--- src/rtl/mul_share_arbiter.sv ---
// ---------------------------------------------------------------------------
// mul_share_arbiter
// Shares one signed 32x32 Booth multiplier between two requesters.
// Round-robin grant on contention, operands captured at grant, multiplier
// sequenced with a start pulse, product returned over valid/ready.
//
// Optional feature macro: MUL_ARB_TIMEOUT_EN
//   When defined, a 7-bit watchdog ends a BUSY phase after TMO_CYC cycles
//   with a zero product and rsp_err=1. When undefined, BUSY waits forever
//   for mul_done and rsp_err is always 0.
// ---------------------------------------------------------------------------
module mul_share_arbiter #(
    parameter int W       = 32,
    parameter int PW      = 67,
    parameter int TMO_CYC = 64
) (
    input  logic          clk,
    input  logic          rst_b,
    input  logic [1:0]    req,
    input  logic [W-1:0]  x0,
    input  logic [W-1:0]  y0,
    input  logic [W-1:0]  x1,
    input  logic [W-1:0]  y1,
    output logic [1:0]    ack,
    output logic [1:0]    rsp_valid,
    input  logic [1:0]    rsp_ready,
    output logic [PW-1:0] rsp_product,
    output logic          rsp_err,
    output logic          mul_start,
    output logic [W-1:0]  mul_x,
    output logic [W-1:0]  mul_y,
    input  logic          mul_done,
    input  logic [PW-1:0] mul_product,
    output logic          busy
);

    typedef enum logic [1:0] {
        ST_IDLE  = 2'd0,
        ST_ISSUE = 2'd1,
        ST_BUSY  = 2'd2,
        ST_RESP  = 2'd3
    } state_t;

    state_t state_r;
    state_t state_nx_s;
    logic   rr_ptr_r;      // requester favoured on the next contended grant
    logic   owner_r;       // requester that owns the in-flight operation
    logic   grant_s;       // a grant happens on this edge
    logic   grant_idx_s;   // which requester wins
    logic   done_acc_s;    // multiplier completion accepted
    logic   tmo_s;         // watchdog expiry accepted
    logic   hs_s;          // response handshake with the owner
    logic   tmo_hit_s;     // watchdog has reached its limit

`ifdef MUL_ARB_TIMEOUT_EN
    logic [6:0] wdog_r;

    assign tmo_hit_s = (wdog_r == 7'(TMO_CYC - 1));

    // Watchdog: zeroed with the start pulse, counts every BUSY cycle after it
    always_ff @(posedge clk or negedge rst_b) begin
        if (!rst_b) begin
            wdog_r <= 7'd0;
        end else if (state_r == ST_ISSUE) begin
            wdog_r <= 7'd0;
        end else if ((state_r == ST_BUSY) && !tmo_hit_s) begin
            wdog_r <= wdog_r + 7'd1;
        end else begin
            wdog_r <= wdog_r;
        end
    end
`else
    assign tmo_hit_s = 1'b0;
`endif

    // Next-state and per-cycle event decode
    always_comb begin
        state_nx_s  = state_r;
        grant_s     = 1'b0;
        grant_idx_s = 1'b0;
        done_acc_s  = 1'b0;
        tmo_s       = 1'b0;
        hs_s        = 1'b0;
        case (state_r)
            ST_IDLE: begin
                if (req != 2'b00) begin
                    grant_s = 1'b1;
                    if (req == 2'b11) begin
                        grant_idx_s = rr_ptr_r;
                    end else begin
                        grant_idx_s = req[1];
                    end
                    state_nx_s = ST_ISSUE;
                end else begin
                    state_nx_s = ST_IDLE;
                end
            end
            ST_ISSUE: begin
                state_nx_s = ST_BUSY;
            end
            ST_BUSY: begin
                // A done coinciding with our own start pulse cannot belong
                // to this operation, so it is not taken as completion.
                if (mul_done && !mul_start) begin
                    done_acc_s = 1'b1;
                    state_nx_s = ST_RESP;
                end else if (tmo_hit_s) begin
                    tmo_s      = 1'b1;
                    state_nx_s = ST_RESP;
                end else begin
                    state_nx_s = ST_BUSY;
                end
            end
            ST_RESP: begin
                if (rsp_ready[owner_r]) begin
                    hs_s       = 1'b1;
                    state_nx_s = ST_IDLE;
                end else begin
                    state_nx_s = ST_RESP;
                end
            end
            default: begin
                state_nx_s = ST_IDLE;
            end
        endcase
    end

    // State, arbitration pointer, and all registered outputs
    always_ff @(posedge clk or negedge rst_b) begin
        if (!rst_b) begin
            state_r     <= ST_IDLE;
            rr_ptr_r    <= 1'b0;
            owner_r     <= 1'b0;
            ack         <= 2'b00;
            rsp_valid   <= 2'b00;
            rsp_product <= '0;
            rsp_err     <= 1'b0;
            mul_start   <= 1'b0;
            mul_x       <= '0;
            mul_y       <= '0;
            busy        <= 1'b0;
        end else begin
            state_r   <= state_nx_s;
            busy      <= (state_nx_s != ST_IDLE);
            mul_start <= (state_r == ST_ISSUE);

            if (grant_s) begin
                owner_r <= grant_idx_s;
                ack     <= grant_idx_s ? 2'b10 : 2'b01;
                mul_x   <= grant_idx_s ? x1 : x0;
                mul_y   <= grant_idx_s ? y1 : y0;
            end else begin
                ack     <= 2'b00;
            end

            if (done_acc_s) begin
                rsp_product <= mul_product;
                rsp_valid   <= owner_r ? 2'b10 : 2'b01;
                rsp_err     <= 1'b0;
            end else if (tmo_s) begin
                rsp_product <= '0;
                rsp_valid   <= owner_r ? 2'b10 : 2'b01;
                rsp_err     <= 1'b1;
            end else if (hs_s) begin
                rsp_valid   <= 2'b00;
                rsp_err     <= 1'b0;
                rr_ptr_r    <= ~owner_r;
            end else begin
                rsp_valid   <= rsp_valid;
                rsp_err     <= rsp_err;
            end
        end
    end

endmodule

--- config.mk ---
export PLATFORM = sky130hd
export DESIGN_NAME = mul_share_arbiter
export DESIGN_NICKNAME = d
export VERILOG_FILES = /design/src/rtl/mul_share_arbiter.sv
export SDC_FILE = /design/constraint.sdc
export NUM_CORES = 1
export LEC_CHECK = 0
export CORE_ASPECT_RATIO = 0.8
export CORE_MARGIN = 3
export CORE_UTILIZATION = 28
export CTS_CLUSTER_DIAMETER = 150
export DETAILED_ROUTE_END_ITERATION = 16
export PLACE_DENSITY_LB_ADDON = 0.2
export SYNTH_ARGS = -nofsm -noshare
export SYNTH_HDL_FRONTEND = slang
export SYNTH_SLANG_ARGS = --single-unit
--- constraint.sdc ---
create_clock -name clk -period 2.5 [get_ports clk]
set_input_delay 0.75 -clock clk [delete_from_list [all_inputs] [get_ports clk]]
set_output_delay 0.75 -clock clk [all_outputs]
set_load 0.03 [all_outputs]
==> summary.txt, run 1 <==
Status
  – Outcome: finished, final reports clean

Clocking
  – Clock buffer depth: 2
  – CTS tree: done
  – Post-CTS setup buffers: 0
  – Hold_buf cts: 0
  – H-Tree Depth: 4
  – CTS-repair resized insts: 0
  – CTS root buf: clkbuf_16
  – Clk sinks: 141
  – CTS clk-pin slew, worst paths: 0.06 ns
  – Worst skew pair latency: 0.41 ns
  – TritonCTS Buffers: 17

Synth
  – Post-Syn Instances: 547
  – Sequential area share after synthesis: 60.1%
  – Syn_nets: 749
  – Largest family of logic cells by synthesized area: compound AO/OA/AOI/OAI gates
  – Synth Area in XOR/XNOR: 0%
  – Post-Synth Simple-Gate Area: 14.7%
  – Mapped Area: 0.00587 sq mm
  – Synth area leader: dfrtp_1
  – EDFF count, synth: 0
  – Synth warn: 0
  – Synth Area in Adders: 0%
  – Top post-synthesis cells by area: dfrtp_1 60%, nand2_1 13%, a221o_1 11%, o21a_1 8.2%, buf_6 1.5%
  – Count of cell types in the netlist: 26
  – Ys async rst share: 100%
  – Mux cell area share after synthesis: 0.192%
  – Synthesized area per cell: 10.7 sq um
  – Compound-Gate Fraction of Synth Area: 20.1%
  – Yosys top cell area share: 60.1%
  – Synth Register Bits: 141
  – Post-synth top flop: dfrtp_1

Timing
  – Final Skew: 0.0116 ns
  – Final period utilization: 91.5%
  – RSZ-0062 raised after global routing: false
  – Final hold vios: 0
  – Final min period: 2.29 ns
  – Number of max-slew violations in the final report: 0
  – Fmax: 0.437 GHz
  – Final Setup Violations: 0
  – Final TNS setup: 0 ns

Worst setup path
  – CP max stage delay: 0.73 ns
  – Crit path buffers/inverters: 1
  – Max stage delay cell, worst path: clkdlybuf4s50_1
  – Kind of critical path: reg2out
  – CP top delay family: buffers and inverters
  – Crit start category: flip-flop
  – Top fanout value on the critical path: 3
  – Worst Path Required: 1.75 ns
  – WP data arrival: 1.54 ns
  – Crit. End Element: primary output
  – CP Cell Sequence: clkdlybuf4s50_1

Layout
  – Final net count: 1076
  – Layout area overhead: 74.6%
  – Commonest cells after routing, fill and taps aside: 337 x clkdlybuf4s50_1, 205 x nand2_1, 141 x dfrtp_1
  – Commonest non-fill, non-tap cell in the layout: clkdlybuf4s50_1
  – Design area: 0.0102 sq mm
  – Layout Utilization: 50.7%
  – Antenna Cells: 0
  – Layout cells sized above 1: 6.43%

Placement
  – Placement Cell Area: 0.00960 sq mm
  – Port Buffers: 338
  – Final Wtd Congestion: 0.753
  – HPWL after detailed placement: 14.2 mm

Floorplan
  – Total core area: 0.0202 sq mm
  – Die height: 136 um
  – Initial core utilization: 29.1%
  – Die X: 168 um
  – Rows: 46
  – IO Pins: 340
  – Die footprint: 0.0228 sq mm

Run
  – Max-cap violations: 0

GRT
  – Number of global-route vias before repair: 5482
  – Largest net degree at the start of global routing: 72
  – Gr usage total: 17.1%
  – First-pass GRT wire length: 31.0 mm
  – Total gr overflow: 0
  – Initial antenna violation count: 0

Drt
  – Vias per cell: 4.60
  – Drt pass-1 iters: 4
  – Antenna-violating nets left: 0
  – Drt initial violations: 389
  – Vias: 5293
  – DRC viols: 0
  – Final wirelength: 19.9 mm
  – Avg WL per Cell: 17.3 um

Power
  – Pleak: 4.51 nW
  – Pwr dens: 1340 mW/mm^2
  – VDD IR max: 0.637 mV

Min path
  – Worst Hold Class: in2async
## routing by layer
layer	share of wire [%]	wire, um	global-route usage [%]
met5	0	0	0
met2	48	9590	27.7
met4	2.1	412	6.18
met1	43	8540	22.1
met3	6.7	1330	4.78
## cell type report
type,instances,area (sq um)
clock buffer,18,439
multi-input combinational,360,2100
fill,1828,9950
tap,264,330
timing repair buffer,354,3640
sequential,141,3530
clock inverter,14,205
## report_power, final
group | internal, mW | leakage (nW) | switching, mW
Combinational | 3.16 | 2.44 | 3.92
Sequential | 3.35 | 1.75 | 0.564
Clock | 1.72 | 0.314 | 1.04
## worst paths after layout
| check | startpoint | end | slack (ns) | cells past startpoint |
|---|---|---|---|---|
| worst min-delay path | rst_b | rsp_product[43] | 0.21 | 1 |
| worst max register to register | state_r[0] | mul_x[21] | 0.79 | 4 |
| max in group asynchronous | rst_b | rsp_product[6] | 1.71 | 2 |
| worst min register to register | rsp_product[50] | rsp_product[50] | 0.47 | 2 |
| min in group clk | rsp_product[50] | rsp_product[50] | 0.47 | 2 |
| worst max-delay path | mul_start | mul_start | 0.21 | 1 |
## stage by stage
step,instances,worst slack (ns),hold WS [ns],total power [mW]
2_1_floorplan,547,0.782,0.454,8.02
3_3_place_gp,1119,0.248,0.457,11.1
3_5_place_dp,1119,0.225,0.461,11.1
4_1_cts,1151,0.170,0.196,13.9
5_1_grt,1151,0.147,0.201,14.5
6_report,1151,0.213,0.209,13.8
## Yosys cell counts (2+ instances only)
library cell	n
nor2b_1	2
clkbuf_1	16
buf_2	14
nand2_1	205
buf_6	8
a221o_1	64
nand3_1	2
o21a_1	64
a21oi_1	2
dfrtp_1	141
nor2_1	4
buf_4	8
o21ai_0	4
## cells by family (layout without fill, tap and decap cells)
logic type	after synthesis	count (layout)
and+or+nand+nor	220	220
AOI/OAI and AO/OA	138	138
muxes	1	1
other	1	1
DFF	141	141
buffers and inverters	46	386
## state kept, by name (all words and copies together), names as in the netlist
register / cells
state_r: 2
rr_ptr_r: 1
rsp_product: 67
rsp_valid: 2
ack: 2
mul_y: 32
owner_r: 1
mul_x: 32
mul_start: 1
busy: 1
(Power assumes the default switching activity.)
==> run 2: changes to the inputs <==
Settings changed: DONT_BUFFER_PORTS from default to 1.
==> summary.txt, run 2 (synthesized netlist as in run 1, its figures left out) <==
Status
  – Outcome: finished, final reports clean

Drt
  – DRC viols: 0 (unchanged)
  – Final wirelength: 16.4 mm (-18%)
  – Drt pass-1 iters: 6 (+2)
  – Vias: 4179 (-21%)
  – Vias per cell: 5.20 (+13%)
  – Drt initial violations: 299 (-23%)
  – Antenna-violating nets left: 0 (unchanged)
  – Avg WL per Cell: 20.4 um (+18%)

Min path
  – Worst Hold Class: in2async

Floorplan
  – Initial core utilization: 29.1% (unchanged)
  – Total core area: 0.0202 sq mm (unchanged)
  – IO Pins: 340 (unchanged)
  – Die height: 136 um (unchanged)
  – Die X: 168 um (unchanged)
  – Rows: 46 (unchanged)
  – Die footprint: 0.0228 sq mm (unchanged)

GRT
  – Number of global-route vias before repair: 4115 (-25%)
  – Gr usage total: 13.7% (-3.4 points)
  – Largest net degree at the start of global routing: 142 (+97%)
  – First-pass GRT wire length: 24.8 mm (-20%)
  – Total gr overflow: 0 (unchanged)
  – Initial antenna violation count: 0 (unchanged)

Clocking
  – CTS tree: done
  – Hold_buf cts: 0 (unchanged)
  – H-Tree Depth: 4 (unchanged)
  – CTS clk-pin slew, worst paths: 0.06 ns (about the same)
  – Clk sinks: 141 (unchanged)
  – TritonCTS Buffers: 17 (unchanged)
  – Clock buffer depth: 2 (unchanged)
  – Worst skew pair latency: 0.41 ns (about the same)
  – Post-CTS setup buffers: 0 (unchanged)
  – CTS-repair resized insts: 0 (unchanged)
  – CTS root buf: clkbuf_16

Worst setup path
  – Worst reg2reg path startpoint: state_r[0]
  – R2R setup slack: 0.61 ns (-0.18 ns)
  – Crit. End Element: flip-flop
  – Worst reg2reg path endpoint: mul_x[1]
  – Crit start category: flip-flop
  – Kind of critical path: reg2reg
  – WP data arrival: 2.22 ns (+0.68 ns)
  – Top fanout value on the critical path: 50 (+47)
  – Worst Path Required: 2.84 ns (+1.09 ns)
  – Worst r2r path cells: 4 (unchanged)

Timing
  – Final hold vios: 0 (unchanged)
  – RSZ-0062 raised after global routing: false
  – Final min period: 1.89 ns (-0.402 ns)
  – Final Skew: 0.00811 ns (-0.00344 ns)
  – Slew HR: 53.6%
  – Number of max-slew violations in the final report: 0 (unchanged)
  – Final period utilization: 75.4% (-16 points)
  – Fmax: 0.530 GHz (+21%)
  – Final Setup Violations: 0 (unchanged)
  – Least-Margin Pin Slew: 0.696 ns
  – Final TNS setup: 0 ns (unchanged)

Layout
  – Layout cells sized above 1: 8.33% (+1.9 points)
  – Largest registers: rsp_product x67, mul_x x32, mul_y x32
  – Final net count: 729 (-32%)
  – Design area: 0.00670 sq mm (-35%)
  – Layout area overhead: 14.1%
  – Max FFs per register: 67 (unchanged)
  – Commonest non-fill, non-tap cell in the layout: nand2_1
  – Antenna Cells: 0 (unchanged)
  – Most flop-heavy register: rsp_product
  – Commonest cells after routing, fill and taps aside: 205 x nand2_1, 141 x dfrtp_1, 64 x o21a_1, 64 x a221o_1, 17 x clkbuf_16

Placement
  – Final Wtd Congestion: 0.831 (+10%)
  – Port Buffers: 0 (-100%)
  – HPWL after detailed placement: 11.3 mm (-21%)
  – Placement Cell Area: 0.00607 sq mm (-37%)

Run
  – Max-cap violations: 0 (unchanged)

Power
  – Pleak: 3.12 nW (-31%)
  – Pwr dens: 1680 mW/mm^2 (+25%)
  – VDD IR max: 0.570 mV (-10%)
-- run 2: cell count changes in the layout (fill, tap and decap cells not counted), sizes merged --
cell,before,now
clkdlybuf4s50,337,0
buf,17,6
inv,5,1
clkinv,4,6
clkinvlp,1,3
dlygate4sd3,0,1
-- run 2: cell type report --
class                           instances  area (sq um)
Clock inverter                         14           193
Sequential cell                       141          3530
Fill cell                            2043         13500
Tap cell                              264           330
Multi-Input combinational cell        360          2100
Timing Repair Buffer                    7           118
Clock buffer                           18           429
-- run 2: power by group --
group	internal (mW)	switching [mW]
combinational	1.16	1.16
sequential	3.32	2.95
clock	1.67	1.00
-- run 2: worst max-delay path: stages (launching register included) --
cell     delay, ns
dfrtp_1       0.50
nor2_1        0.30
and3_2        0.50
buf_12        0.28
a221o_1       0.20
-- run 2: how the worst max path moves through the flow --
stage / startpoint / end / slack (ns) / depth (start not counted)
global route: state_r[0] / mul_y[8] / 0.45 / 4
CTS: state_r[0] / mul_x[12] / 0.60 / 4
global placement: state_r[0] / mul_x[29] / 0.67 / 4
finish: state_r[0] / mul_x[1] / 0.61 / 4
floorplan: req[1] / mul_x[10] / 0.78 / 5
detailed placement: state_r[0] / mul_x[12] / 0.63 / 4
-- run 2: through the flow --
step	std cells	power [mW]	hold WS (ns)	util (%)	setup WS [ns]
floorplan	547	8.02	0.454	-	0.782
global placement	771	8.58	0.458	30.0	0.673
detailed placement	771	8.68	0.458	30.0	0.631
CTS	803	11.4	0.00847	33.1	0.604
global route	804	11.9	0.000362	33.2	0.450
finish	804	11.3	0.0384	33.2	0.615
-- run 2: layer usage --
layer / share of wire (%) / routed length (um) / up-vias / global-route usage (%)
met5: 0 / 0 / - / 0
met2: 52 / 8540 / 220 / 23.3
met4: 1.4 / 231 / 0 / 4.36
met3: 8.3 / 1350 / 22 / 4.40
met1: 38 / 6270 / 2069 / 16.7
li1: - / - / 1868 / -
==> run 3: changes to the inputs <==
Clock period 2.5 ns to 1.5 ns, I/O delays scaled along.
==> summary.txt, run 3 (synthesized netlist as in run 1, its figures left out) <==
Power
  – Net switching power figure: 8.75 mW (+71%)
  – Pwr dens: 2780 mW/mm^2 (+65%)
  – Switching share of total power: 45.4% (about the same)
  – VDD IR max: 1.01 mV (+76%)
  – Pint: 10.5 mW (+71%)
  – Pwr Total: 19.3 mW (+71%)
  – Combinational group share of total power: 23.6% (+3.0 points)
  – Clk pwr share: 22.6% (-1.2 points)
  – Flop pwr share: 53.8% (-1.8 points)
  – Pleak: 3.24 nW (+3.8%)

Timing
  – Final period utilization: 97.8% (+22 points)
  – Final TNS setup: 0 ns (unchanged)
  – Smallest hold slack: -0.269 ns (-0.308 ns)
  – Final hold vios: 141 (+141)
  – Final Setup Violations: 0 (unchanged)
  – Final Skew: 0.00922 ns (+0.00111 ns)
  – Number of max-slew violations in the final report: 0 (unchanged)
  – Final min period: 1.47 ns (-0.418 ns)
  – Fmax: 0.682 GHz (+29%)
  – RSZ-0062 raised after global routing: true

Clocking
  – CTS clk-pin slew, worst paths: 0.06 ns (about the same)
  – Clock buffer depth: 2 (unchanged)
  – H-Tree Depth: 4 (unchanged)
  – CTS tree: done
  – Worst skew pair latency: 0.41 ns (about the same)
  – CTS root buf: clkbuf_16
  – Clk sinks: 141 (unchanged)
  – TritonCTS Buffers: 17 (unchanged)

Drt
  – DRC viols: 0 (unchanged)
  – Final wirelength: 17.7 mm (+8.1%)
  – Drt pass-1 iters: 4 (-2)
  – Drt initial violations: 201 (-33%)
  – Vias per cell: 5.18 (-0.33%)
  – Antenna-violating nets left: 0 (unchanged)
  – Avg WL per Cell: 21.6 um (+6.0%)
  – Vias: 4248 (+1.7%)

Worst setup path
  – Critical Path End: mul_y[4]
  – Worst Path Required: 1.78 ns (-1.06 ns)
  – Worst r2r path cells: 4 (unchanged)
  – R2R setup slack: 0.03 ns (-0.58 ns)
  – Critical Path Source: state_r[1]
  – Worst reg2reg path startpoint: state_r[1]
  – CP max stage delay: 0.40 ns (-0.10 ns)
  – Worst reg2reg path endpoint: mul_y[4]
  – CP top delay family: compound AO/OA/AOI/OAI gates
  – CP Cell Sequence: or2_4 -> buf_6 -> o21a_1 -> a221o_1
  – Crit path buffers/inverters: 1 (unchanged)
  – Kind of critical path: reg2reg
  – WP data arrival: 1.75 ns (-0.47 ns)
  – Crit start category: flip-flop
  – Max stage delay cell, worst path: dfrtp_1
  – WP depth: 4 (unchanged)
  – Top fanout value on the critical path: 15 (-70%)
  – Crit. End Element: flip-flop

Run
  – Max-cap violations: 0 (unchanged)

GRT
  – Total gr overflow: 0 (unchanged)
  – Number of global-route vias before repair: 4414 (+7.3%)
  – Largest net degree at the start of global routing: 142 (unchanged)
  – Initial antenna violation count: 0 (unchanged)
  – Gr usage total: 14.3% (+0.53 points)
  – First-pass GRT wire length: 25.4 mm (+2.4%)

Min path
  – Worst Hold Class: in2async

Layout
  – Max FFs per register: 67 (unchanged)
  – Final Non-Filler Cells: 820 (+2.0%)
  – Largest registers: rsp_product x67, mul_x x32, mul_y x32
  – Commonest cells after routing, fill and taps aside: 205 x nand2_1, 141 x dfrtp_1, 64 x o21a_1, 64 x a221o_1, 20 x clkbuf_16
  – Layout area overhead: 18.2%
  – Most flop-heavy register: rsp_product
  – Final net count: 745 (+2.2%)
  – Commonest non-fill, non-tap cell in the layout: nand2_1
  – Antenna Cells: 0 (unchanged)
  – Layout cells sized above 1: 11.2% (+2.8 points)

Placement
  – Port Buffers: 0 (unchanged)
  – HPWL after detailed placement: 12.1 mm (+6.7%)
  – Final Wtd Congestion: 0.778 (-6.4%)
  – Inst Count DP: 781 (+1.3%)

Floorplan
  – Rows: 46 (unchanged)
  – Die footprint: 0.0228 sq mm (unchanged)
  – Die X: 168 um (unchanged)
  – Total core area: 0.0202 sq mm (unchanged)
  – Initial core utilization: 29.1% (unchanged)
  – Die height: 136 um (unchanged)
  – IO Pins: 340 (unchanged)

Status
  – Outcome: finished, violations left
  – Failing checks: hold timing
-- run 3: cell count changes in the layout (fill, tap and decap cells not counted), moves of 2 or more --
cell       delta
clkinv_2      -2
buf_4         +6
clkbuf_16     +3
buf_6         +3
buf_12        +3
inv_6         +2
-- run 3: stage by stage --
| stage | worst slack [ns] | hold WS, ns | utilization (%) | instance area, sq um |
|---|---|---|---|---|
| floorplan | -0.0116 | 0.154 | - | 5870 |
| global placement | -0.00774 | 0.158 | 30.7 | 6190 |
| detailed placement | -0.0261 | 0.159 | 30.7 | 6190 |
| CTS | 0.00104 | -0.298 | 33.9 | 6840 |
| global route | -0.0185 | -0.305 | 34.4 | 6940 |
| finish | 0.0329 | -0.269 | 34.4 | 6940 |
-- run 3: layout make-up --
cell class	count	area [sq um]
sequential	141	3530
fill	1986	13300
timing repair buffer	23	364
clock buffer	20	447
multi-input combinational	360	2110
tap	264	330
clock inverter	12	161
-- run 3: power by group through the flow --
stage / sequential (mW) / clock [mW] / combinational (mW)
after floorplan: 9.89 / 0 / 3.47
after CTS: 10.4 / 4.49 / 4.39
final: 10.4 / 4.36 / 4.55
after global placement: 10.5 / 0 / 4.04
after detailed placement: 10.5 / 0 / 4.26
after global routing: 10.6 / 4.67 / 5.13
-- run 3: timing repair --
action,in CTS,in global routing
endpoints found under the setup margin,50,108
hold endpoints to repair,141,141
setup buffers,1,2
gates resized for setup,2,7
gates cloned,1,3
pin swaps,0,20
-- run 3: worst min-delay path by stage --
stage	startpoint	end	cells past startpoint
2_1_floorplan	rst_b	ack[0]	0
3_3_place_gp	rst_b	rsp_product[26]	0
3_5_place_dp	rst_b	rsp_product[26]	0
4_1_cts	rst_b	rsp_product[26]	0
5_1_grt	rst_b	rsp_product[30]	0
6_report	rst_b	rsp_product[26]	0
-- run 3: per-layer routing --
layer | part of all wire (%) | routed length (um) | GRT usage [%] | up-vias
met5 | 0 | 0 | 0 | -
met3 | 9.2 | 1630 | 5.37 | 33
met2 | 50 | 8810 | 23.6 | 237
met1 | 38 | 6800 | 16.6 | 2084
li1 | - | - | - | 1894
met4 | 2.7 | 473 | 6.50 | 0
